--- config.mk ---
export PLATFORM = sky130hd
export DESIGN_NAME = uart_trx
export DESIGN_NICKNAME = d
export VERILOG_FILES = /design/src/rtl/uart_pkg.sv /design/src/rtl/uart_bit_timer.sv /design/src/rtl/uart_trx.sv
export SDC_FILE = /design/constraint.sdc
export NUM_CORES = 1
export LEC_CHECK = 0
export BUFFER_PORTS_ARGS = -buffer_cell sky130_fd_sc_hd__buf_4
export CORE_MARGIN = 2
export CORE_UTILIZATION = 45
export CTS_CLUSTER_DIAMETER = 200
export DETAILED_ROUTE_END_ITERATION = 7
export GPL_ROUTABILITY_DRIVEN = 0
export HOLD_SLACK_MARGIN = 0.03
export PLACE_DENSITY = 0.74
export SLEW_MARGIN = 20
export SYNTH_ARGS = -nofsm -noshare
export SYNTH_HDL_FRONTEND = slang
export SYNTH_HIERARCHICAL = 1
export SYNTH_SLANG_ARGS = --single-unit
--- constraint.sdc ---
create_clock -name clk -period 3.68 [get_ports clk]
set_input_delay 0 -clock clk [delete_from_list [all_inputs] [get_ports clk]]
set_output_delay 0 -clock clk [all_outputs]
set_load 0.01 [all_outputs]
--- src/rtl/uart_pkg.sv ---
// Shared types and legal parameter ranges for the uart_trx transceiver.
// UART_PARITY_EN adds the PARITY state to both FSM encodings.
package uart_pkg;

  localparam int CLKS_PER_BIT_MIN = 4;
  localparam int DATA_W_MIN       = 5;
  localparam int DATA_W_MAX       = 9;
  localparam int STOP_BITS_MIN    = 1;
  localparam int STOP_BITS_MAX    = 2;

  typedef enum logic [2:0] {
    TX_IDLE,
    TX_START,
    TX_DATA,
`ifdef UART_PARITY_EN
    TX_PARITY,
`endif
    TX_STOP
  } tx_state_t;

  typedef enum logic [2:0] {
    RX_IDLE,
    RX_START,
    RX_DATA,
`ifdef UART_PARITY_EN
    RX_PARITY,
`endif
    RX_STOP
  } rx_state_t;

  // Parity bit that makes the frame's one-count even (odd=0) or odd (odd=1).
  function automatic logic parity_bit(input logic [DATA_W_MAX-1:0] data, input logic odd);
    return (^data) ^ odd;
  endfunction

endpackage

--- src/rtl/uart_bit_timer.sv ---
// Bit-period down-counter: full or half-bit load, auto-reloads on every tick.
module uart_bit_timer #(
  parameter int CLKS_PER_BIT = 87
) (
  input  logic clk,
  input  logic rst,
  input  logic en,
  input  logic load,
  input  logic load_half,
  output logic tick
);

  localparam int CNT_W = $clog2(CLKS_PER_BIT);
  localparam logic [CNT_W-1:0] FULL = CNT_W'(CLKS_PER_BIT - 1);
  localparam logic [CNT_W-1:0] HALF = CNT_W'(CLKS_PER_BIT / 2 - 1);

  logic [CNT_W-1:0] cnt;

  // NOTE: state is updated only with non-blocking assignments so every flop
  // samples the pre-edge value of its neighbours, whatever the block order.
  always_ff @(posedge clk or negedge rst) begin
    if (!rst) begin
      cnt <= '0;
    end else if (load) begin
      cnt <= FULL;
    end else if (load_half) begin
      cnt <= HALF;
    end else if (en) begin
      cnt <= (cnt == '0) ? FULL : cnt - CNT_W'(1);
    end
  end

  assign tick = en && (cnt == '0);

endmodule

--- src/rtl/uart_trx.sv ---
// Full-duplex UART transmitter/receiver with independent TX and RX FSMs.
// Define UART_PARITY_EN to add a parity bit (PARITY_ODD selects odd/even).
module uart_trx
  import uart_pkg::*;
#(
  parameter int CLKS_PER_BIT = 87,
  parameter int DATA_W       = 8,
  parameter int STOP_BITS    = 1,
  parameter int PARITY_ODD   = 0
) (
  input  logic              clk,
  input  logic              rst,
  input  logic              start,
  input  logic [DATA_W-1:0] tx_data_in,
  output logic              tx_line,
  output logic              tx_active,
  output logic              done_tx,
  input  logic              rx_line,
  output logic [DATA_W-1:0] rx_data_out,
  output logic              rx_valid,
  output logic              rx_frame_err,
  output logic              rx_parity_err
);

  if (CLKS_PER_BIT < CLKS_PER_BIT_MIN || DATA_W < DATA_W_MIN || DATA_W > DATA_W_MAX ||
      STOP_BITS < STOP_BITS_MIN || STOP_BITS > STOP_BITS_MAX ||
      (PARITY_ODD != 0 && PARITY_ODD != 1)) begin : g_bad_params
    $error("uart_trx: parameter outside legal range");
  end

  localparam int BIT_CNT_W = $clog2(DATA_W_MAX);
  localparam logic [BIT_CNT_W-1:0] LAST_BIT = BIT_CNT_W'(DATA_W - 1);

  // ---------------- transmitter ----------------
  tx_state_t             tx_state;
  logic [DATA_W-1:0]     tx_shift;
  logic [BIT_CNT_W-1:0]  tx_bit_cnt;
  logic                  tx_stop_cnt;
  logic                  tx_tick;
`ifdef UART_PARITY_EN
  logic                  tx_par;
`endif

  uart_bit_timer #(.CLKS_PER_BIT(CLKS_PER_BIT)) u_tx_timer (
    .clk       (clk),
    .rst       (rst),
    .en        (tx_state != TX_IDLE),
    .load      ((tx_state == TX_IDLE) && start),
    .load_half (1'b0),
    .tick      (tx_tick)
  );

  always_ff @(posedge clk or negedge rst) begin
    if (!rst) begin
      tx_state    <= TX_IDLE;
      tx_shift    <= '0;
      tx_bit_cnt  <= '0;
      tx_stop_cnt <= 1'b0;
      tx_line     <= 1'b1;
      tx_active   <= 1'b0;
      done_tx     <= 1'b0;
`ifdef UART_PARITY_EN
      tx_par      <= 1'b0;
`endif
    end else begin
      // NOTE: pulse outputs default low each cycle; only the completing
      // branch raises them, which keeps them exactly one cycle wide.
      done_tx <= 1'b0;
      case (tx_state)
        TX_IDLE: if (start) begin
          tx_shift  <= tx_data_in;
`ifdef UART_PARITY_EN
          tx_par    <= parity_bit(DATA_W_MAX'(tx_data_in), PARITY_ODD[0]);
`endif
          tx_line   <= 1'b0;
          tx_active <= 1'b1;
          tx_state  <= TX_START;
        end
        TX_START: if (tx_tick) begin
          tx_line    <= tx_shift[0];
          tx_shift   <= tx_shift >> 1;
          tx_bit_cnt <= '0;
          tx_state   <= TX_DATA;
        end
        TX_DATA: if (tx_tick) begin
          if (tx_bit_cnt == LAST_BIT) begin
`ifdef UART_PARITY_EN
            tx_line  <= tx_par;
            tx_state <= TX_PARITY;
`else
            tx_line     <= 1'b1;
            tx_stop_cnt <= 1'b0;
            tx_state    <= TX_STOP;
`endif
          end else begin
            tx_line    <= tx_shift[0];
            tx_shift   <= tx_shift >> 1;
            tx_bit_cnt <= tx_bit_cnt + BIT_CNT_W'(1);
          end
        end
`ifdef UART_PARITY_EN
        TX_PARITY: if (tx_tick) begin
          tx_line     <= 1'b1;
          tx_stop_cnt <= 1'b0;
          tx_state    <= TX_STOP;
        end
`endif
        TX_STOP: if (tx_tick) begin
          if (tx_stop_cnt == 1'(STOP_BITS - 1)) begin
            tx_active <= 1'b0;
            done_tx   <= 1'b1;
            tx_state  <= TX_IDLE;
          end else begin
            tx_stop_cnt <= 1'b1;
          end
        end
        default: tx_state <= TX_IDLE;
      endcase
    end
  end

  // ---------------- receiver ----------------
  logic [1:0]            rx_sync;
  logic                  rx_s;
  rx_state_t             rx_state;
  logic [DATA_W-1:0]     rx_shift;
  logic [BIT_CNT_W-1:0]  rx_bit_cnt;
  logic                  rx_tick;
`ifdef UART_PARITY_EN
  logic                  rx_par;
`endif

  // NOTE: synchronizer flops reset to the idle-high line level so release
  // from reset never looks like a start bit.
  always_ff @(posedge clk or negedge rst) begin
    if (!rst) rx_sync <= 2'b11;
    else      rx_sync <= {rx_sync[0], rx_line};
  end
  assign rx_s = rx_sync[1];

  uart_bit_timer #(.CLKS_PER_BIT(CLKS_PER_BIT)) u_rx_timer (
    .clk       (clk),
    .rst       (rst),
    .en        (rx_state != RX_IDLE),
    .load      (1'b0),
    .load_half ((rx_state == RX_IDLE) && !rx_s),
    .tick      (rx_tick)
  );

  always_ff @(posedge clk or negedge rst) begin
    if (!rst) begin
      rx_state     <= RX_IDLE;
      rx_shift     <= '0;
      rx_bit_cnt   <= '0;
      rx_data_out  <= '0;
      rx_valid     <= 1'b0;
      rx_frame_err <= 1'b0;
`ifdef UART_PARITY_EN
      rx_par        <= 1'b0;
      rx_parity_err <= 1'b0;
`endif
    end else begin
      rx_valid     <= 1'b0;
      rx_frame_err <= 1'b0;
`ifdef UART_PARITY_EN
      rx_parity_err <= 1'b0;
`endif
      case (rx_state)
        RX_IDLE: if (!rx_s) rx_state <= RX_START;
        // Mid-start re-check: a line already back high was only a glitch.
        RX_START: if (rx_tick) begin
          if (rx_s) begin
            rx_state <= RX_IDLE;
          end else begin
            rx_bit_cnt <= '0;
            rx_state   <= RX_DATA;
          end
        end
        RX_DATA: if (rx_tick) begin
          rx_shift <= {rx_s, rx_shift[DATA_W-1:1]};
          if (rx_bit_cnt == LAST_BIT) begin
`ifdef UART_PARITY_EN
            rx_state <= RX_PARITY;
`else
            rx_state <= RX_STOP;
`endif
          end else begin
            rx_bit_cnt <= rx_bit_cnt + BIT_CNT_W'(1);
          end
        end
`ifdef UART_PARITY_EN
        RX_PARITY: if (rx_tick) begin
          rx_par   <= rx_s;
          rx_state <= RX_STOP;
        end
`endif
        RX_STOP: if (rx_tick) begin
          rx_data_out  <= rx_shift;
          rx_valid     <= 1'b1;
          rx_frame_err <= !rx_s;
`ifdef UART_PARITY_EN
          rx_parity_err <= parity_bit(DATA_W_MAX'(rx_shift), PARITY_ODD[0]) != rx_par;
`endif
          rx_state <= RX_IDLE;
        end
        default: rx_state <= RX_IDLE;
      endcase
    end
  end

`ifndef UART_PARITY_EN
  assign rx_parity_err = 1'b0;
`endif

endmodule

=== After elaboration in Yosys (flattened, before gate mapping) ===
Index checks and enable logic that the tools add are counted.

* Add/sub/neg operators: 4
* Eq/ne operators: 22
* Mux-type cells: 55
* Reduce and logical (&&, ||, !) cells: 28

{| class="wikitable"
|+ Operators with widths
! cell !! number
|-
| 2-to-1 mux 7 bit || 6
|-
| 2-to-1 mux 3 bit || 11
|-
| 2-to-1 mux 8 bit || 4
|-
| 2-to-1 mux 4 bit || 7
|-
| inequality test 2 bit, second input constant || 14
|-
| case mux 3 bit (4 select lines) || 2
|-
| case mux 8 bit (3 select lines) || 1
|-
| 2-to-1 mux 1 bit || 18
|-
| case mux 4 bit (2 select lines) || 2
|-
| AND reduction 4 bit || 4
|-
| AND reduction 5 bit || 3
|-
| logical NOT 7 bit || 2
|-
| subtractor 7 x 1 -> 7 bit, second input constant || 2
|-
| equality test 3 x 2 -> 1 bit, second input constant || 4
|-
| nonzero test 2 bit || 6
|-
| nonzero test 3 bit || 3
|-
| adder 4 x 1 -> 4 bit, second input constant || 2
|-
| equality test 4 x 3 -> 1 bit, second input constant || 2
|-
| equality test 3 x 1 -> 1 bit, second input constant || 2
|-
| logical NOT 3 bit || 2
|-
| AND reduction 6 bit || 1
|-
| logical AND 1 bit || 4
|-
| case mux 1 bit (2 select lines) || 2
|-
| AND reduction 2 bit || 2
|-
| 3 further kinds || 3
|}

* Bits in registers: 60
* Input bits: 12
* Output and inout port bits: 14
* Logic and storage cells: 125

=== Depth between registers and ports, before layout ===
* Word-level depth: 4
* Gate-level depth with buffers: 10

=== Hierarchy ===
Netlist, hierarchy kept.

{| class="wikitable"
|+ Modules (own cells, without submodules)
! module !! instances !! cells an instance !! area an instance (um2) !! seq. area each (um2)
|-
| uart_trx || 1 || 167 || 2,044.5 || 1,079.8
|-
| uart_bit_timer || 2 || 46 || 440.4 || 175.2
|}

=== Worst setup path after synthesis ===
No wires, ideal clock.

* Path type: register -> register
* Start: reg u_tx_timer.cnt[0]
* End: reg tx_shift[0]
* Arrival time: 2.320 ns
* Setup slack: 1.234 ns
* Stages on the path, launching flop included: 10
* Period minus slack after synthesis: 2.446 ns
* Cell sequence: dfrtp_1 -> inv_1 -> ha_1 -> nor3b_1 -> and3_2 -> clkbuf_1 -> o22ai_1 -> a221o_1 -> buf_6 -> mux2_4

* Cells in the longest elaborated chain, start to end: 4
* Elaborated cells between the ends (all ways): 5
* Classes of those cells: 2 x eq/ne; 3 x reduce/logical

{| class="wikitable"
|+ Ends and longest elaborated chain
! element !! line !! source
|-
| from (decl) || uart_bit_timer.sv:17 || <nowiki>logic [CNT_W-1:0] cnt;</nowiki>
|-
| from (signal assigned) || uart_bit_timer.sv:29 || <nowiki>cnt <= (cnt == '0) ? FULL : cnt - CNT_W'(1);</nowiki>
|-
| logical NOT 7 bit (*) || uart_bit_timer.sv:33 || <nowiki>assign tick = en && (cnt == '0);</nowiki>
|-
| logical AND 1 bit (*) || uart_bit_timer.sv:33 ||
|-
| net tx_tick || uart_trx.sv:39 || <nowiki>logic tx_tick;</nowiki>
|-
| inequality test 2 bit (no line) || - ||
|-
| AND reduction 5 bit (no line) (*) || - ||
|-
| to (signal assigned) || uart_trx.sv:71 || <nowiki>tx_shift <= tx_data_in;</nowiki>
|-
| to (signal assigned) || uart_trx.sv:81 || <nowiki>tx_shift <= tx_shift >> 1;</nowiki>
|-
| to (signal assigned) || uart_trx.sv:97 || <nowiki>tx_shift <= tx_shift >> 1;</nowiki>
|-
| to (decl) || uart_trx.sv:36 || <nowiki>logic [DATA_W-1:0] tx_shift;</nowiki>
|}

The timed path passes the listed nets; every way through them passes the cells marked *.
A chain may end at the register's enable or synchronous reset.

=== Worst setup path after layout ===
* Start: reg u_tx_timer.cnt[0]
* End: reg tx_shift[1]

The elaborated chain is that of the path after synthesis.

==> impl_metrics.ini <==
[power]
internal-power_mw = 1.67
power_frac_comb_pct = 30.1
p_leak_nw = 1.68
ir_drop_mv = 0.553
switching_power_mw = 0.682
seq_power_share_pct = 35.4
power.density_nw_per_um2 = 661
clockPowerShare_pct = 34.5
p_sw_share_pct = 29.0

[floorplan]
core_um2 = 6310
start_util_pct = 46.3
die-area_um2 = 7160
die_height_um = 84.6
io_pins = 26
row_count = 29
die_w_um = 84.6

[clocking]
insertion_delay_ns = 0.34
clk_pin_slew_ns = 0.07
cts_inserted_buffers = 9
cts_max_path_buffers = 2
htreeDepth = 3
clock_sinks = 57
cts_root_buf = clkbuf_8
tritoncts = built

[yosys]
ys_ff_latch = 57
avgSynthCellArea_um2 = 11.3
synthArstFlopShare_pct = 100
seq_area_frac_synth_pct = 48.9
yosysTopAreaCell = dfrtp_1
synth_cell_types = 49
synth_edf_count = 0
synth_area_um2 = 2930
synth_common_cells = dfrtp_1 (54), mux2_2 (25), inv_1 (16)
netlist_top_cells_area = dfrtp_1 (46%), mux2_2 (9.6%), ha_1 (4.7%), mux2_4 (4.1%), dfstp_2 (2.7%)
synth.most_common_cell = dfrtp_1
synthFlopType = dfrtp_1
synthCells = 259
yosys.area.top_type_share_pct = 46.2
ys_warn_count = 6

[critical_path]
crit_path_end_kind = flop
cpPeakStageDelay_ns = 0.50
crit_type = reg2reg
critical_path_required_ns = 3.90
reg2reg_depth = 7
rr_startpoint = u_tx_timer/cnt[0]$_DFFE_PN0P_
r2r_slack_ns = 1.02
path_cells = inv_1, ha_1, nor3b_1, and3_2, o22ai_1, a221o_1, mux2_4
slowest_stage = a221o_1
r2r_end = tx_shift[1]$_DFFE_PN0P_
cp_max_fo = 9
worstPathArrival_ns = 2.88
startpoint_type = flop

[grt]
met1_usage_pct = 20.9
antenna_found_initial = 0
grt_pass1_wl_mm = 9.28
grt_util_met2_pct = 24.7
grt.busiest_layer = met2
gr-total-overflow = 0
grt_use_met3_pct = 5.21
grt_start_max_net_pins = 58
grt.total_usage_pct = 16.3
grt_pass1_vias = 2059

[timing]
skew_ns = 0.00707
max_freq_mhz = 376
setup_viol = 0
period_share_pct = 72.3
setup_ws_ns = 1.02
rsz0062_at_grt = false
tightest_slew_ns = 0.865
slew_violations = 0
setup_tns_ns = 0
hold_viol_final = 0
fin_crit_ns = 2.66
slew_headroom_pct = 41.9

[run]
cap_violations = 0

[final_layout]
nFillCells = 533
layout.cells.non_filler = 382
final_cell_area_um2 = 3550
syn2layout_area_growth_pct = 21.4
nets = 323
regArea_um2 = 1430
drive_above_1_share_pct = 30.2
multi_input_area_um2 = 1390
n_antenna_cell = 0

[placement]
dpl_cell_area_um2 = 3170
placed_cells_incl_taps = 355
numPortBuffers = 24
hpwlAfterDp_mm = 3.40
pre_cts_slack_ns = 1.06

[drt]
first_iter_violations = 91
vias = 2130
drt-total-wl_mm = 5.28
dr.pass1.iters = 4
vias_per_cell = 5.58
route.detailed.wl_per_inst_um = 13.8
drc = 0
ant_nets = 0

[min_path]
hold_path_class = in2async

[run_status]
status = completed
## metal layers
layer | part of all wire, % | vias to the layer above
met1 | 47 | 1044
met2 | 47 | 51
li1 | - | 1026
met3 | 4.4 | 9
met4 | 1.9 | 0
met5 | 0 | -
## worst max-delay path, delay by kind of cell (launching register included)
family | cells | cell delay, ns
adders and majority gates | 1 | 0.15
buffers and inverters | 1 | 0.09
DFF | 1 | 0.41
muxes | 1 | 0.37
and+or+nand+nor | 2 | 0.87
AOI/OAI and AO/OA | 2 | 0.66
## cell type report
| type | count | area share, % |
|---|---|---|
| sequential | 57 | 40.3 |
| inverter | 16 | 1.69 |
| clock inverter | 6 | 3.87 |
| timing repair buffer | 36 | 8.38 |
| clock buffer | 10 | 3.87 |
| tap | 77 | 2.71 |
| multi-input combinational | 180 | 39.2 |
## worst max path at each step
stage | startpoint | endpoint | slack, ns | cells past startpoint
4_1_cts | u_tx_timer/cnt[0]$_DFFE_PN0P_ | tx_shift[1]$_DFFE_PN0P_ | 1.04 | 7
5_1_grt | u_tx_timer/cnt[0]$_DFFE_PN0P_ | tx_shift[1]$_DFFE_PN0P_ | 0.81 | 7
6_report | u_tx_timer/cnt[0]$_DFFE_PN0P_ | tx_shift[1]$_DFFE_PN0P_ | 1.02 | 7
2_1_floorplan | u_tx_timer/cnt[0]$_DFFE_PN0P_ | tx_shift[0]$_DFFE_PN0P_ | 1.23 | 9
3_3_place_gp | u_tx_timer/cnt[0]$_DFFE_PN0P_ | tx_shift[6]$_DFFE_PN0P_ | 1.11 | 7
3_5_place_dp | u_tx_timer/cnt[0]$_DFFE_PN0P_ | tx_shift[5]$_DFFE_PN0P_ | 1.06 | 7
## cell usage in the layout, fill, tap and decap left out, drive strengths merged, types with 3 or more instances in the layout
master,n
a211oi,6
nand3,8
or2,5
nor3b,4
nand2,15
ha,11
nor4b,4
dfrtp,54
and3,3
clkbuf,10
dfstp,3
o21ai,13
nor3,4
and3b,3
bufinv,4
conb,7
a21oi,11
a211o,6
buf,25
inv,17
nor2,12
dlygate4sd3,11
mux2,33
## cells by family (layout without fill, tap and decap cells)
logic type | after synthesis | after routing | share of synthesized area [%]
AOI/OAI and AO/OA | 57 | 57 | 13.5
muxes | 35 | 35 | 14.4
DFF | 57 | 57 | 48.9
other | 1 | 7 | 0.128
and+or+nand+nor | 70 | 70 | 14.1
adders and majority gates | 11 | 11 | 4.70
buffers and inverters | 28 | 68 | 4.28
## power groups by stage
stage	Combinational, mW	Clock, mW	Sequential, mW
floorplan	0.600	0	0.817
global placement	0.680	0	0.837
detailed placement	0.700	0	0.837
CTS	0.708	0.829	0.829
global route	0.781	0.857	0.847
finish	0.708	0.810	0.832
## state kept, by name (all words and copies together) (netlist names)
signal,flops
rx_shift,8
u_rx_timer/cnt,7
tx_active,1
rx_state,2
done_tx,1
tx_bit_cnt,4
tx_shift,8
rx_bit_cnt,4
rx_valid,1
rx_sync,2
tx_state,2
u_tx_timer/cnt,7
rx_frame_err,1
tx_line,1
rx_data_out,8
## stage by stage
| stage | total power [mW] | utilization [%] | hold slack (ns) |
|---|---|---|---|
| floorplan | 1.42 | - | -0.296 |
| global placement | 1.52 | 50.2 | 0.0989 |
| detailed placement | 1.54 | 50.2 | 0.101 |
| CTS | 2.37 | 56.3 | 0.278 |
| global route | 2.48 | 56.3 | 0.326 |
| finish | 2.35 | 56.3 | 0.251 |
## repair_timing
item	4_1_cts	5_1_grt
endpoints found under the setup margin	0	0
setup buffers	0	0
hold buffers	11	0
hold endpoints to repair	64	0
resized for setup	0	0
Note: power is estimated with default switching activity, not from simulation.
